$ cat src/rtl/fifo_stream_adapter.sv
// Read-side adapter that turns a FIFO read-strobe interface into a valid/ready stream via a prefetching skid buffer.
// Build option FIFO_STREAM_ADAPTER_STATS_EN adds saturating beat/stall counters; otherwise those ports read 0.
module fifo_stream_adapter #(
  parameter int DataWidth = 32,
  parameter int BufDepth  = 3
) (
  input  logic                 clk,
  input  logic                 i_rst_n,
  input  logic                 i_flush,
  output logic                 o_fifo_read,
  input  logic [DataWidth-1:0] i_fifo_data,
  input  logic                 i_fifo_empty,
  output logic                 o_valid,
  input  logic                 i_ready,
  output logic [DataWidth-1:0] o_data,
  output logic [31:0]          o_beat_count,
  output logic [31:0]          o_stall_count
);

  localparam int IdxW = $clog2(BufDepth);
  localparam int CntW = $clog2(BufDepth + 1);
  localparam logic [CntW:0] DepthLim = (CntW + 1)'(BufDepth);

  logic [DataWidth-1:0] buf_mem [BufDepth];
  logic [IdxW-1:0]      rd_idx;
  logic [IdxW-1:0]      wr_idx;
  logic [CntW-1:0]      count;
  logic                 inflight;
  logic [CntW:0]        occupancy;
  logic                 capture;
  logic                 pop;

  function automatic logic [IdxW-1:0] wrap_inc(input logic [IdxW-1:0] idx);
    return (idx == IdxW'(BufDepth - 1)) ? '0 : idx + IdxW'(1);
  endfunction

  // Reservations count the word still in flight so the buffer can never overflow;
  // the strobe depends only on registered state, never on i_ready.
  assign occupancy   = {1'b0, count} + (CntW + 1)'(inflight);
  assign o_fifo_read = i_rst_n && !i_fifo_empty && !i_flush && (occupancy < DepthLim);

  assign capture = inflight;
  assign o_valid = (count != '0);
  assign pop     = o_valid && i_ready;
  assign o_data  = buf_mem[rd_idx];

  // Stage boundary: read strobe -> in-flight flag -> buffer capture
  always_ff @(posedge clk or negedge i_rst_n) begin
    if (!i_rst_n) begin
      rd_idx   <= '0;
      wr_idx   <= '0;
      count    <= '0;
      inflight <= 1'b0;
    end else if (i_flush) begin
      rd_idx   <= '0;
      wr_idx   <= '0;
      count    <= '0;
      inflight <= 1'b0;
    end else begin
      inflight <= o_fifo_read;
      if (capture) wr_idx <= wrap_inc(wr_idx);
      if (pop)     rd_idx <= wrap_inc(rd_idx);
      count <= count + CntW'(capture) - CntW'(pop);
    end
  end

  always_ff @(posedge clk or negedge i_rst_n) begin
    if (!i_rst_n) begin
      for (int i = 0; i < BufDepth; i++) buf_mem[i] <= '0;
    end else if (capture && !i_flush) begin
      buf_mem[wr_idx] <= i_fifo_data;
    end
  end

`ifdef FIFO_STREAM_ADAPTER_STATS_EN
  logic [31:0] beat_count;
  logic [31:0] stall_count;

  function automatic logic [31:0] sat_inc(input logic [31:0] v);
    return (v == 32'hFFFF_FFFF) ? v : v + 32'd1;
  endfunction

  always_ff @(posedge clk or negedge i_rst_n) begin
    if (!i_rst_n) begin
      beat_count  <= '0;
      stall_count <= '0;
    end else if (i_flush) begin
      beat_count  <= '0;
      stall_count <= '0;
    end else begin
      if (pop)                beat_count  <= sat_inc(beat_count);
      if (o_valid && !i_ready) stall_count <= sat_inc(stall_count);
    end
  end

  assign o_beat_count  = beat_count;
  assign o_stall_count = stall_count;
`else
  assign o_beat_count  = '0;
  assign o_stall_count = '0;
`endif

endmodule

$ cat config.mk
export PLATFORM = sky130hd
export DESIGN_NAME = fifo_stream_adapter
export DESIGN_NICKNAME = d
export VERILOG_FILES = /design/src/rtl/fifo_stream_adapter.sv
export SDC_FILE = /design/constraint.sdc
export NUM_CORES = 1
export LEC_CHECK = 0
export BUFFER_PORTS_ARGS = -buffer_cell sky130_fd_sc_hd__buf_4
export CAP_MARGIN = 0
export CORE_MARGIN = 3
export CORE_UTILIZATION = 35
export CTS_CLUSTER_SIZE = 30
export DETAILED_ROUTE_END_ITERATION = 10
export MAX_ROUTING_LAYER = met4
export SLEW_MARGIN = 25
export SYNTH_ARGS = -nofsm -noshare
export SYNTH_HDL_FRONTEND = slang
export SYNTH_SLANG_ARGS = --single-unit
$ cat constraint.sdc
create_clock -name clk -period 1.9 [get_ports clk]
set_input_delay 0.19 -clock clk [delete_from_list [all_inputs] [get_ports clk]]
set_output_delay 0.19 -clock clk [all_outputs]
set_load 0.005 [all_outputs]
; ---- Word level (Yosys, flattened, before mapping)
; Index checks and enable logic that the tools add are counted.
[word_totals]
input_bits = 37
n_memories = 0
reg_bits = 103
ram_bits = 0
mem_bits_ro = 0
elab_cells = 45
latchBits = 0
[classes]
bitwise_logic = 2
addsub = 5
n_mux = 14
multipliers = 0
n_eq_ne = 2
order_cmp = 4
shifts = 0
div_mod_pow = 0
reduce_logical = 11
[op_table]
columns = operator, count
row1 = bitwise mux 96 bit, 1
row2 = two-way mux 32 bit, 3
row3 = binary-select mux 32 bit (select 2 bit), 1
row4 = demux 32 bit (select 2 bit), 1
row5 = two-way mux 2 bit, 7
row6 = "greater-or-equal comparator 3 bit, second input constant", 2
row7 = logical AND 1 bit, 6
row8 = NOT 2 -> 3 bit, 2
row9 = nonzero test 2 bit, 3
row10 = "adder 2 x 1 -> 2 bit, second input constant", 2
row11 = "== test 2 bit, second input constant", 2
row12 = adder 2 x 1 -> 3 bit, 1
row13 = "< comparator 3 x 1 -> 1 bit, second input constant", 1
row14 = "< comparator 3 x 2 -> 1 bit, second input constant", 1
row15 = adder 2 x 1 -> 2 bit, 1
row16 = zero test 1 bit, 2
row17 = subtractor 2 x 1 -> 2 bit, 1
row18 = two-way mux 1 bit, 1

; ---- Logic depth before layout (Yosys ltp)
; Gate-level depths: netlist of the first run.
[depth]
depth_word = 6
mapped_depth = 6

; ---- Least setup slack after synthesis of the first run
; No wires, ideal clock.
[synth_path]
path_kind = register to output
start = reg inflight, in the netlist capture
end = out o_fifo_read
slack_ns = 0.173
path_stages_with_launch = 5
arrival_time_ns = 1.537
path_buffers = 0
cell_sequence = dfrtp_1 ha_1 ha_1 or4b_2 a21oi_1
[synth_between]
elab_chain_cells = 3
[synth_rtl]
columns = item, line
row1 = "start, declared", 28  ; logic inflight;
row2 = "start signal, assigned", 60  ; inflight <= o_fifo_read;
row3 = adder 2 x 1 -> 3 bit, 39  ; assign occupancy = {1'b0, count} + (CntW + 1)'(inflight);
row4 = < comparator 3 x 2 -> 1 bit, 40  ; assign o_fifo_read = i_rst_n && !i_fifo_empty && !i_flush && (occupancy < DepthLim);
row5 = logical AND 1 bit, 40
row6 = "end, declared", 10  ; output logic o_fifo_read,
; No other way between the ends.

; ---- Worst setup path in the final report of the first run
; Same ends and word-level chain as after synthesis.

==> run metrics, run 1 <==
run status complete, but fails checks; violated checks setup timing; delay of the slowest cell on the worst path roughly 480 ps; number of cell instances on the worst register-to-register path 7; global-route usage over all layers about 14%; GR Overflow Total 0; CTS max path bufs 2; synthesized netlist cell count 382; total number of clock tree sinks 103; CP max FO 2; CP Data Arrival Time 1810 ps; setup violators final 1; skew final 4.95 ps; gpl congestion roughly 0.71; sequential share of the synthesized area about half; endpoint with the worst hold slack buf_mem[8]; Site Rows 44; Layout Cells excl Fill 653; slew margin rel. 63.3%; Clock Pin Slew Worst Setup and Hold Paths approximately 70 ps; post-layout worst setup margin -99.2 ps; RSZ-0062 raised after global routing true; post-synthesis area per instance 13.8 um^2; global-route wire length before repair 17100 um; Metal-1 WL 4600 um; part of the cycle the worst path needs 105%; placed standard-cell area 0.00579 mm^2; area of the mapped netlist 0.00526 mm^2; required time reported for the critical path endpoint 1710 ps; leakage power approximately 2.9 nW; die extent in y 129 um; Post-DP HPWL a little over 7000 um; die outline area 0.0165 mm^2; cells along the critical path ha_2 -> ha_4 -> or4b_4 -> a21oi_2 -> buf_4; number of hold violations in the final report 0; worst hold path class input pin to flop; met2 routed wirelength 5320 um; Power Total 0.00680 W; layout-stage area growth over the synthesis result 16.9%; slowest stage cell on the critical path sky130_fd_sc_hd__or4b_4; Setup crit end kind output pin; Worst Hold Path Cells 2; number of synthesized flops with an enable pin 0; Wirelength per Cell ~17 um; share of cells above drive strength 1 45.3%; Setup crit start kind flop; routed wire length between 10000 and 15000 um; Initial Utilization between 30 and 40%; Synth top cells by count 103 x sky130_fd_sc_hd__dfrtp_1, 71 x sky130_fd_sc_hd__mux2_2, 64 x sky130_fd_sc_hd__buf_4; DRT iter0 DRCs a little over 90; cell area power density 1110 mW/mm^2; capturing point of the worst reg2reg path count[0]; main area contributors after synthesis sky130_fd_sc_hd__dfrtp_1 49%, sky130_fd_sc_hd__mux2_2 15%, sky130_fd_sc_hd__buf_4 9.1%; maximum clock frequency ~500 MHz; cell with the most instances after synthesis sky130_fd_sc_hd__dfrtp_1; dpl cells 630; top metal layer carrying routed signals met4; Top-Level Pins roughly 140; remaining number of nets flagged by the antenna check after routing 0; TritonCTS clock tree yes; actual transition at the worst max-transition pin 551 ps; Final Util a little over two fifths; sum of negative setup slack -99.2 ps; worst IR drop on VDD 617 uV; synthesis-stage register bit count between 100 and 150; Final Max Slew Viols 0; fraction of synthesis flops using an asynchronous set or reset pin 100%; overall via count from detail_route between 3000 and 4000; H-tree levels 3; area fraction of the dominant cell type after synthesis 49.0%; maxcap violations 0; fin crit period 2000 ps; Post-route DRC 0; flop2flop setup slack 200 ps; number of antenna violations at the first check in global routing 1; drt first pass iters 3; post-route cell area 0.00615 mm^2; Total Nets Final 504; number of distinct library cells after synthesis 31; clock buffers created by TritonCTS 9; floorplan core area 0.0146 mm^2; via count of the first global-routing pass 3259; warnings from Yosys 0; Reg2Reg Launch Point count[0]; area leader, netlist sky130_fd_sc_hd__dfrtp_1; count of input and output buffers 70; Horiz. Die Dim 129 um; number of vias per cell after detailed routing 4.67; Root Buffer Master sky130_fd_sc_hd__clkbuf_16; met3 WL post-DR 765 um; most common flop cell mapped by yosys sky130_fd_sc_hd__dfrtp_1; Worst Hold Launch i_fifo_data[8]; category of the most critical setup path flop to output pin; pin count of the biggest net entering global routing 104; clock network latency to the later pin of the worst-skew pair approximately 350 ps
what timing repair did:
action / 4_1_cts / 5_1_grt
gates cloned: 0 / 0
setup endpoints to repair: 9 / 7
pin swaps: 0 / 1
buffers inserted: 1 / 4
hold buffers: 1 / 0
hold endpoints to repair: 103 / 0
gates resized for setup: 7 / 1
per-stage QoR:
| stage | hold slack (ps) | worst slack [ps] |
|---|---|---|
| finish | 79.4 | -99.2 |
| global route | 69.4 | -180 |
| CTS | 66.2 | -103 |
| detailed placement | 364 | 65.2 |
| global placement | 354 | 72.8 |
| floorplan | -106 | 173 |
layout make-up:
cell class	count	area (um^2)
clock buffers	9	225
inverters	2	7.51
multi-input cells	253	2290
well taps	184	230
repair buffers	94	766
flip-flops and latches	103	2580
diodes	1	2.50
fillers	1354	8440
clock inverters	7	47.5
cell usage in the layout, fill, tap and decap left out, drive strengths merged, types with 2 or more instances in the layout:
master | netlist | routed
o2bb2ai | 31 | 31
clkinv | 0 | 4
or3b | 2 | 2
nand2b | 3 | 3
dfrtp | 103 | 103
mux2 | 97 | 97
clkinvlp | 0 | 2
ha | 4 | 4
clkbuf | 7 | 9
and2b | 2 | 2
buf | 80 | 93
and4bb | 2 | 2
inv | 2 | 3
mux2i | 33 | 33
a21oi | 4 | 4
conb | 1 | 64
kinds of logic (layout without fill, tap and decap cells):
| family | count (synthesis) | count (layout) | share of synthesized area, % |
|---|---|---|---|
| and+or+nand+nor | 17 | 17 | 2.71 |
| other | 1 | 65 | 0.0713 |
| buffers and inverters | 89 | 112 | 12.5 |
| adders and majority gates | 4 | 4 | 0.952 |
| DFF | 103 | 103 | 49.0 |
| AOI/OAI and AO/OA | 37 | 37 | 5.81 |
| muxes | 130 | 130 | 28.5 |
| xor gates and xnor gates | 1 | 1 | 0.428 |
power breakdown:
group	total [W]	internal, W	switching [W]
clock	0.00171	0.000888	0.000822
sequential	0.00285	0.00259	0.000253
combinational	0.00225	0.00138	0.000868
worst max path at each step:
stage,start,endpoint,depth (start not counted)
CTS,count[0],o_fifo_read,5
floorplan,capture,o_fifo_read,4
detailed placement,count[0],o_fifo_read,5
finish,capture,o_fifo_read,5
global route,capture,o_fifo_read,5
global placement,count[0],o_fifo_read,5
worst max-delay path, delay by kind of cell, from the launching register on:
| kind | cells | cell delay (ps) |
|---|---|---|
| simple gates | 1 | 480 |
| fa+ha+maj | 2 | 350 |
| flops | 1 | 390 |
| buf+inv | 1 | 120 |
| compound gates | 1 | 120 |
metal layers:
layer / global-route usage (%) / up-vias
met1: 16.4 / 1544
met2: 22.5 / 99
li1: - / 1395
met5: - / -
met4: 3.71 / 0
met3: 4.52 / 10
state kept, by name, summed over array words and instances (netlist names):
name / flops
count: 2
capture: 1
buf_mem: 96
wr_idx: 2
rd_idx: 2
Power figures use the tool's default switching activity.
==> inputs of run 2 (changes only) <==
--- a/config.mk
+++ b/config.mk
@@ -12,6 +12,7 @@
 export CTS_CLUSTER_SIZE = 30
 export DETAILED_ROUTE_END_ITERATION = 10
 export MAX_ROUTING_LAYER = met4
+export PLACE_DENSITY = 0.66
 export SLEW_MARGIN = 25
 export SYNTH_ARGS = -nofsm -noshare
 export SYNTH_HDL_FRONTEND = slang
==> run 2 against run 1 <==
The run still ends with setup timing left. Flip-flop and latch count did not move. Global-route usage decreased by 0.28 points. Wire length up 0.42%. Clock-buffer cell count grew 3. Setup slack improved by 26 ps. Largest cell class unchanged. Sequential power barely moved. Clock skew up 1.1 ps. Core utilization is 0.22 points higher. Hold slack is essentially flat. Cell area is 0.53% higher.
==> run metrics, run 2 (synthesis gave the netlist of run 1 again) <==
register share of total power 39.7% (-2.1 points); Post-route DRC 0 (unchanged); Total Nets Final 499 (-0.99%); number of vias per cell after detailed routing 4.67 (about the same); die outline area 0.0165 mm^2 (unchanged); part of the cycle the worst path needs 104% (-1.4 points); Int Power 0.00515 W (+6.0%); Worst Hold Path Cells 2 (unchanged); layout-stage area growth over the synthesis result 17.6%; Final Max Slew Viols 0 (unchanged); delay of the slowest cell on the worst path 490 ps (about the same); number of fill cells 1332 (-1.6%); GR Overflow Total 0 (unchanged); clock network latency to the later pin of the worst-skew pair 340 ps (about the same); leakage power 2.93 nW (+0.16%); TritonCTS clock tree yes; maxcap violations 0 (unchanged); flop2flop setup slack 290 ps (+90 ps); violated checks setup timing; total number of clock tree sinks 103 (unchanged); net switching fraction of the power 27.4% (-1.2 points); global-route usage over all layers 13.5% (-0.28 points); H-tree levels 3 (unchanged); worst IR drop on VDD 563 uV (-8.8%); Site Rows 44 (unchanged); setup violators final 1 (unchanged); Horiz. Die Dim 129 um (unchanged); combinational group share of total power 31.4% (-1.6 points); number of antenna violations at the first check in global routing 0 (-1); Worst Hold Launch i_fifo_data[8]; maximum clock frequency 507 MHz (+1.3%); Power Total 0.00709 W (+4.2%); Post-DP HPWL 6860 um (-4.5%); gpl congestion 0.686 (-3.6%); fin crit period 1970 ps (-26.0 ps); Antenna diodes 0 (-1); pin count of the biggest net entering global routing 61 (-41%); Initial Utilization 36.0% (unchanged); remaining number of nets flagged by the antenna check after routing 0 (unchanged); slowest stage cell on the critical path sky130_fd_sc_hd__or4b_4; category of the most critical setup path flop to output pin; Reg2Reg Launch Point count[0]; DRT iter0 DRCs 113 (+24%); drt first pass iters 6 (+3); count of input and output buffers 70 (unchanged); leading cell types in the layout, fill and taps excluded 102 x sky130_fd_sc_hd__dfrtp_1, 82 x sky130_fd_sc_hd__buf_4, 71 x sky130_fd_sc_hd__mux2_2; RSZ-0062 raised after global routing true; required time reported for the critical path endpoint 1710 ps (about the same); largest register by flop count buf_mem; portion of total power attributed to the clock network 28.8% (+3.7 points); share of cells above drive strength 1 44.5% (-0.81 points); family with the most delay on the worst path simple AND/OR/NAND/NOR gates; capturing point of the worst reg2reg path count[1]; Top-Level Pins 135 (unchanged); buffering stage count on the worst path with inverters included 1 (unchanged); most common library cell in the layout ignoring fill and taps sky130_fd_sc_hd__dfrtp_1; Setup crit end kind output pin; clock buffers created by TritonCTS 9 (unchanged); CTS max path bufs 2 (unchanged); skew final 6.06 ps (+1.10 ps); switching pwr 0.00194 W (-0.21%); CP max FO 2 (unchanged); slew margin rel. 49.1% (-14 points); CP Data Arrival Time 1780 ps (-30 ps); run status complete, but fails checks; worst hold path class input pin to flop; overall via count from detail_route 3022 (-0.85%); global-route wire length before repair 16700 um (-2.3%); post-layout worst setup margin -73.2 ps (+26.0 ps); Setup crit start kind flop; die extent in y 129 um (unchanged); Root Buffer Master sky130_fd_sc_hd__clkbuf_16; cell area power density 1150 mW/mm^2 (+3.7%); routed wire length 10900 um (+0.42%); Clock Pin Slew Worst Setup and Hold Paths 70 ps (about the same); cells along the critical path ha_2 -> ha_2 -> or4b_4 -> a21oi_2 -> buf_4; actual transition at the worst max-transition pin 764 ps (+212 ps); Wirelength per Cell 16.8 um (+1.3%); number of cell instances on the worst register-to-register path 7 (unchanged); via count of the first global-routing pass 3080 (-5.5%); number of hold violations in the final report 0 (unchanged); hold_ws 79.6 ps (+0.254 ps); endpoint with the worst hold slack buf_mem[8]; floorplan core area 0.0146 mm^2 (unchanged); number of flip-flops in the largest register 96 (unchanged); most frequent CP cell sky130_fd_sc_hd__ha_2
-- run 2: worst max-delay path by stage --
stage	cells after the start	to	from	slack (ps)
3_5_place_dp	5	o_fifo_read	count[0]	70
5_1_grt	5	o_fifo_read	count[0]	-130
6_report	5	o_fifo_read	count[0]	-70
4_1_cts	5	o_fifo_read	capture	-100
3_3_place_gp	5	o_fifo_read	count[0]	70
2_1_floorplan	4	o_fifo_read	capture	170
-- run 2: timing repair --
action,in CTS,in global routing
resized for setup,5,0
endpoints found under the setup margin,25,2
hold buffers,1,0
hold endpoints to repair,43,0
gates cloned,0,1
setup buffers,1,2
pin swaps,0,0
-- run 2: through the flow --
| step | util, % | setup TNS (ps) | setup slack (ps) | cells | cell area, um^2 |
|---|---|---|---|---|---|
| floorplan | - | 0 | 173 | 445 | 5490 |
| global placement | 39.6 | 0 | 69.1 | 626 | 5780 |
| detailed placement | 39.6 | 0 | 68.4 | 626 | 5780 |
| CTS | 42.1 | -102 | -102 | 644 | 6140 |
| global route | 42.4 | -135 | -135 | 647 | 6180 |
| finish | 42.4 | -73.2 | -73.2 | 647 | 6180 |
-- run 2: cell type report --
| cell class | count | area [um^2] | share of cell area [%] |
|---|---|---|---|
| Sequential cell | 103 | 2580 | 41.8 |
| Multi-Input combinational cell | 253 | 2280 | 36.9 |
| Timing Repair Buffer | 89 | 751 | 12.1 |
| Clock buffer | 12 | 256 | 4.15 |
| Tap cell | 184 | 230 | 3.72 |
| Clock inverter | 4 | 76.3 | 1.23 |
| Inverter | 2 | 7.51 | 0.121 |
-- run 2: routing by layer --
layer | part of all wire (%) | vias to the layer above | wire length (um) | GRT usage (%)
met4 | 1.3 | 0 | 141 | 4.63
met5 | 0 | - | 0 | -
met2 | 46 | 107 | 5030 | 20.7
met1 | 46 | 1518 | 4960 | 17.2
li1 | - | 1385 | - | -
met3 | 6.7 | 12 | 726 | 3.74
-- run 2: power by group through the flow --
stage                     Clock (W)  Sequential, W  Combinational [W]
after detailed placement          0        0.00289            0.00219
after global routing        0.00219        0.00287            0.00245
after global placement            0        0.00286            0.00213
final                       0.00204        0.00282            0.00223
after floorplan                   0        0.00277            0.00136
after CTS                   0.00211        0.00282            0.00226
==> inputs of run 3 (changes only) <==
--- a/config.mk
+++ b/config.mk
@@ -7,8 +7,9 @@
 export LEC_CHECK = 0
 export BUFFER_PORTS_ARGS = -buffer_cell sky130_fd_sc_hd__buf_4
 export CAP_MARGIN = 0
-export CORE_MARGIN = 3
+export CORE_MARGIN = 4
 export CORE_UTILIZATION = 35
+export CTS_BUF_LIST = sky130_fd_sc_hd__clkbuf_2 sky130_fd_sc_hd__clkbuf_4 sky130_fd_sc_hd__clkbuf_8
 export CTS_CLUSTER_SIZE = 30
 export DETAILED_ROUTE_END_ITERATION = 10
 export MAX_ROUTING_LAYER = met4
==> run 3 against run 2 <==
The run still ends with setup timing left. First-iteration DRC count fell by 27%. Cell area is 2.3% lower. Hold slack got worse by 26 ps. Register-to-register slack worse by 50 ps. Critical path depth did not move. Wire length down 1.2%. Core utilization is 1.1 points lower. Largest cell class unchanged.
==> run metrics, run 3 (synthesis gave the netlist of run 1 again) <==
DRT iter0 DRCs 82 (-27%); Root Buffer Master sky130_fd_sc_hd__clkbuf_8; endpoint with the worst hold slack buf_mem[35]; number of flip-flops in the largest register 96 (unchanged); gpl congestion 0.728 (+6.1%); overall via count from detail_route 3082 (+2.0%); Setup crit end kind output pin; number of cell instances on the worst register-to-register path 7 (unchanged); maximum clock frequency 496 MHz (-2.1%); Setup crit start kind flop; GR Overflow Total 0 (unchanged); Initial Utilization 35.9% (-0.14 points); pin count of the biggest net entering global routing 104 (+70%); actual transition at the worst max-transition pin 547 ps (-217 ps); die extent in y 131 um (+1.6%); CP max FO 2 (unchanged); post-layout worst setup margin -116 ps (-42.8 ps); worst hold path class input pin to flop; number of vias per cell after detailed routing 4.75 (+1.7%); skew final 9.08 ps (+3.02 ps); category of the most critical setup path flop to output pin; Site Rows 44 (unchanged); share of cells above drive strength 1 44.8% (+0.34 points); run status complete, but fails checks; Top-Level Pins 135 (unchanged); largest register by flop count buf_mem; Post-route DRC 0 (unchanged); violated checks setup timing; leading cell types in the layout, fill and taps excluded 102 x sky130_fd_sc_hd__dfrtp_1, 84 x sky130_fd_sc_hd__buf_4, 71 x sky130_fd_sc_hd__mux2_2; global-route wire length before repair 17000 um (+1.9%); number of antenna violations at the first check in global routing 1 (+1); register area 0.00258 mm^2 (about the same); fin crit period 2020 ps (+42.8 ps); placed standard-cell area 0.00579 mm^2 (+0.26%); CP Data Arrival Time 1830 ps (+50 ps); cell area power density 1050 mW/mm^2 (-8.1%); Worst Hold Path Cells 2 (unchanged); via count of the first global-routing pass 3225 (+4.7%); count of input and output buffers 70 (unchanged); Worst Hold Launch i_fifo_data[3]; floorplan core area 0.0146 mm^2 (+0.38%); Reg2Reg Launch Point count[0]; number of hold violations in the final report 0 (unchanged); capturing point of the worst reg2reg path count[1]; Horiz. Die Dim 131 um (+1.6%); TritonCTS clock tree yes; total number of clock tree sinks 103 (unchanged); clock network latency to the later pin of the worst-skew pair 370 ps (+30 ps); Wirelength per Cell 16.5 um (-1.5%); required time reported for the critical path endpoint 1710 ps (about the same); flop2flop setup slack 240 ps (-50 ps); multi-input gate area in the final layout 0.00229 mm^2 (+0.44%); hold_ws 53.8 ps (-25.8 ps); slew margin rel. 63.6% (+14 points); worst IR drop on VDD 641 uV (+14%); global-route usage over all layers 13.3% (-0.21 points); most common library cell in the layout ignoring fill and taps sky130_fd_sc_hd__dfrtp_1; RSZ-0062 raised after global routing true; layout-stage area growth over the synthesis result 14.9%; leakage power 2.87 nW (-2.0%); drt first pass iters 4 (-2); die outline area 0.0170 mm^2 (+3.1%); maxcap violations 0 (unchanged); Final Max Slew Viols 0 (unchanged); routed wire length 10700 um (-1.2%); clock buffers created by TritonCTS 9 (unchanged); Post-DP HPWL 7150 um (+4.2%); number of fill cells 1360 (+2.1%); Total Nets Final 500 (+0.20%); remaining number of nets flagged by the antenna check after routing 0 (unchanged); CTS max path bufs 2 (unchanged); post-route cell area 0.00604 mm^2 (-2.3%); part of the cycle the worst path needs 106% (+2.3 points); Clock Pin Slew Worst Setup and Hold Paths 90 ps (+20 ps); setup violators final 1 (unchanged); H-tree levels 3 (unchanged)
run 3: cell types whose count changed in the layout (fill, tap and decap cells not counted):
cell,delta
sky130_fd_sc_hd__diode_2,+1
sky130_fd_sc_hd__bufinv_16,-2
sky130_fd_sc_hd__clkbuf_8,+9
sky130_fd_sc_hd__ha_4,+1
sky130_fd_sc_hd__clkbuf_4,+2
sky130_fd_sc_hd__clkinv_4,+1
sky130_fd_sc_hd__clkbuf_16,-10
sky130_fd_sc_hd__clkbuf_1,-1
sky130_fd_sc_hd__buf_4,+2
sky130_fd_sc_hd__dfrtp_2,+1
sky130_fd_sc_hd__ha_2,-1
sky130_fd_sc_hd__dfrtp_4,-1
run 3: how the worst max path moves through the flow:
stage,cells after the start,slack [ps],endpoint,from
global route,5,-190,o_fifo_read,count[0]
CTS,5,-150,o_fifo_read,count[0]
detailed placement,5,30,o_fifo_read,count[0]
floorplan,4,170,o_fifo_read,capture
global placement,5,60,o_fifo_read,count[0]
finish,5,-120,o_fifo_read,count[0]
run 3: timing repair:
action	CTS	global route
pin swaps	0	0
resized for setup	4	1
endpoints found under the hold margin	103	0
hold buffers	1	0
buffers inserted	1	2
setup endpoints to repair	1	10
run 3: area by class of cell:
class | instances | area share [%]
repair buffers | 90 | 12.3
flip-flops and latches | 103 | 42.7
clock inverters | 3 | 0.414
inverters | 2 | 0.124
multi-input cells | 253 | 37.9
clock buffers | 13 | 2.76
diodes | 1 | 0.0414
well taps | 184 | 3.81
run 3: layer usage:
metal	vias up	GRT usage, %	wire length, um
met5	-	-	0
met3	12	3.41	652
met1	1569	16.8	4790
li1	1395	-	-
met4	0	4.17	142
met2	106	21.1	5150
run 3: critical path, cell delays in order (launching register included):
cell and delay (ps):
sky130_fd_sc_hd__dfrtp_1 390, sky130_fd_sc_hd__ha_2 200, sky130_fd_sc_hd__ha_4 150, sky130_fd_sc_hd__or4b_4 490, sky130_fd_sc_hd__a21oi_2 110, sky130_fd_sc_hd__buf_4 110
run 3: power by group:
group	leakage (nW)	internal [W]	switching, W
sequential	1.35	0.00259	0.000225
clock	0.0971	0.000586	0.000751
combinational	1.43	0.00132	0.000904
total	2.87	0.00449	0.00188
run 3: per-stage QoR:
| step | util (%) | std cells | setup TNS, ps | setup WS, ps | power, W |
|---|---|---|---|---|---|
| global route | 41.2 | 649 | -195 | -195 | 0.00679 |
| floorplan | - | 445 | 0 | 173 | 0.00414 |
| detailed placement | 39.5 | 628 | 0 | 25.1 | 0.00507 |
| CTS | 41.1 | 646 | -151 | -151 | 0.00647 |
| finish | 41.2 | 649 | -116 | -116 | 0.00637 |
| global placement | 39.5 | 628 | 0 | 58.5 | 0.00499 |
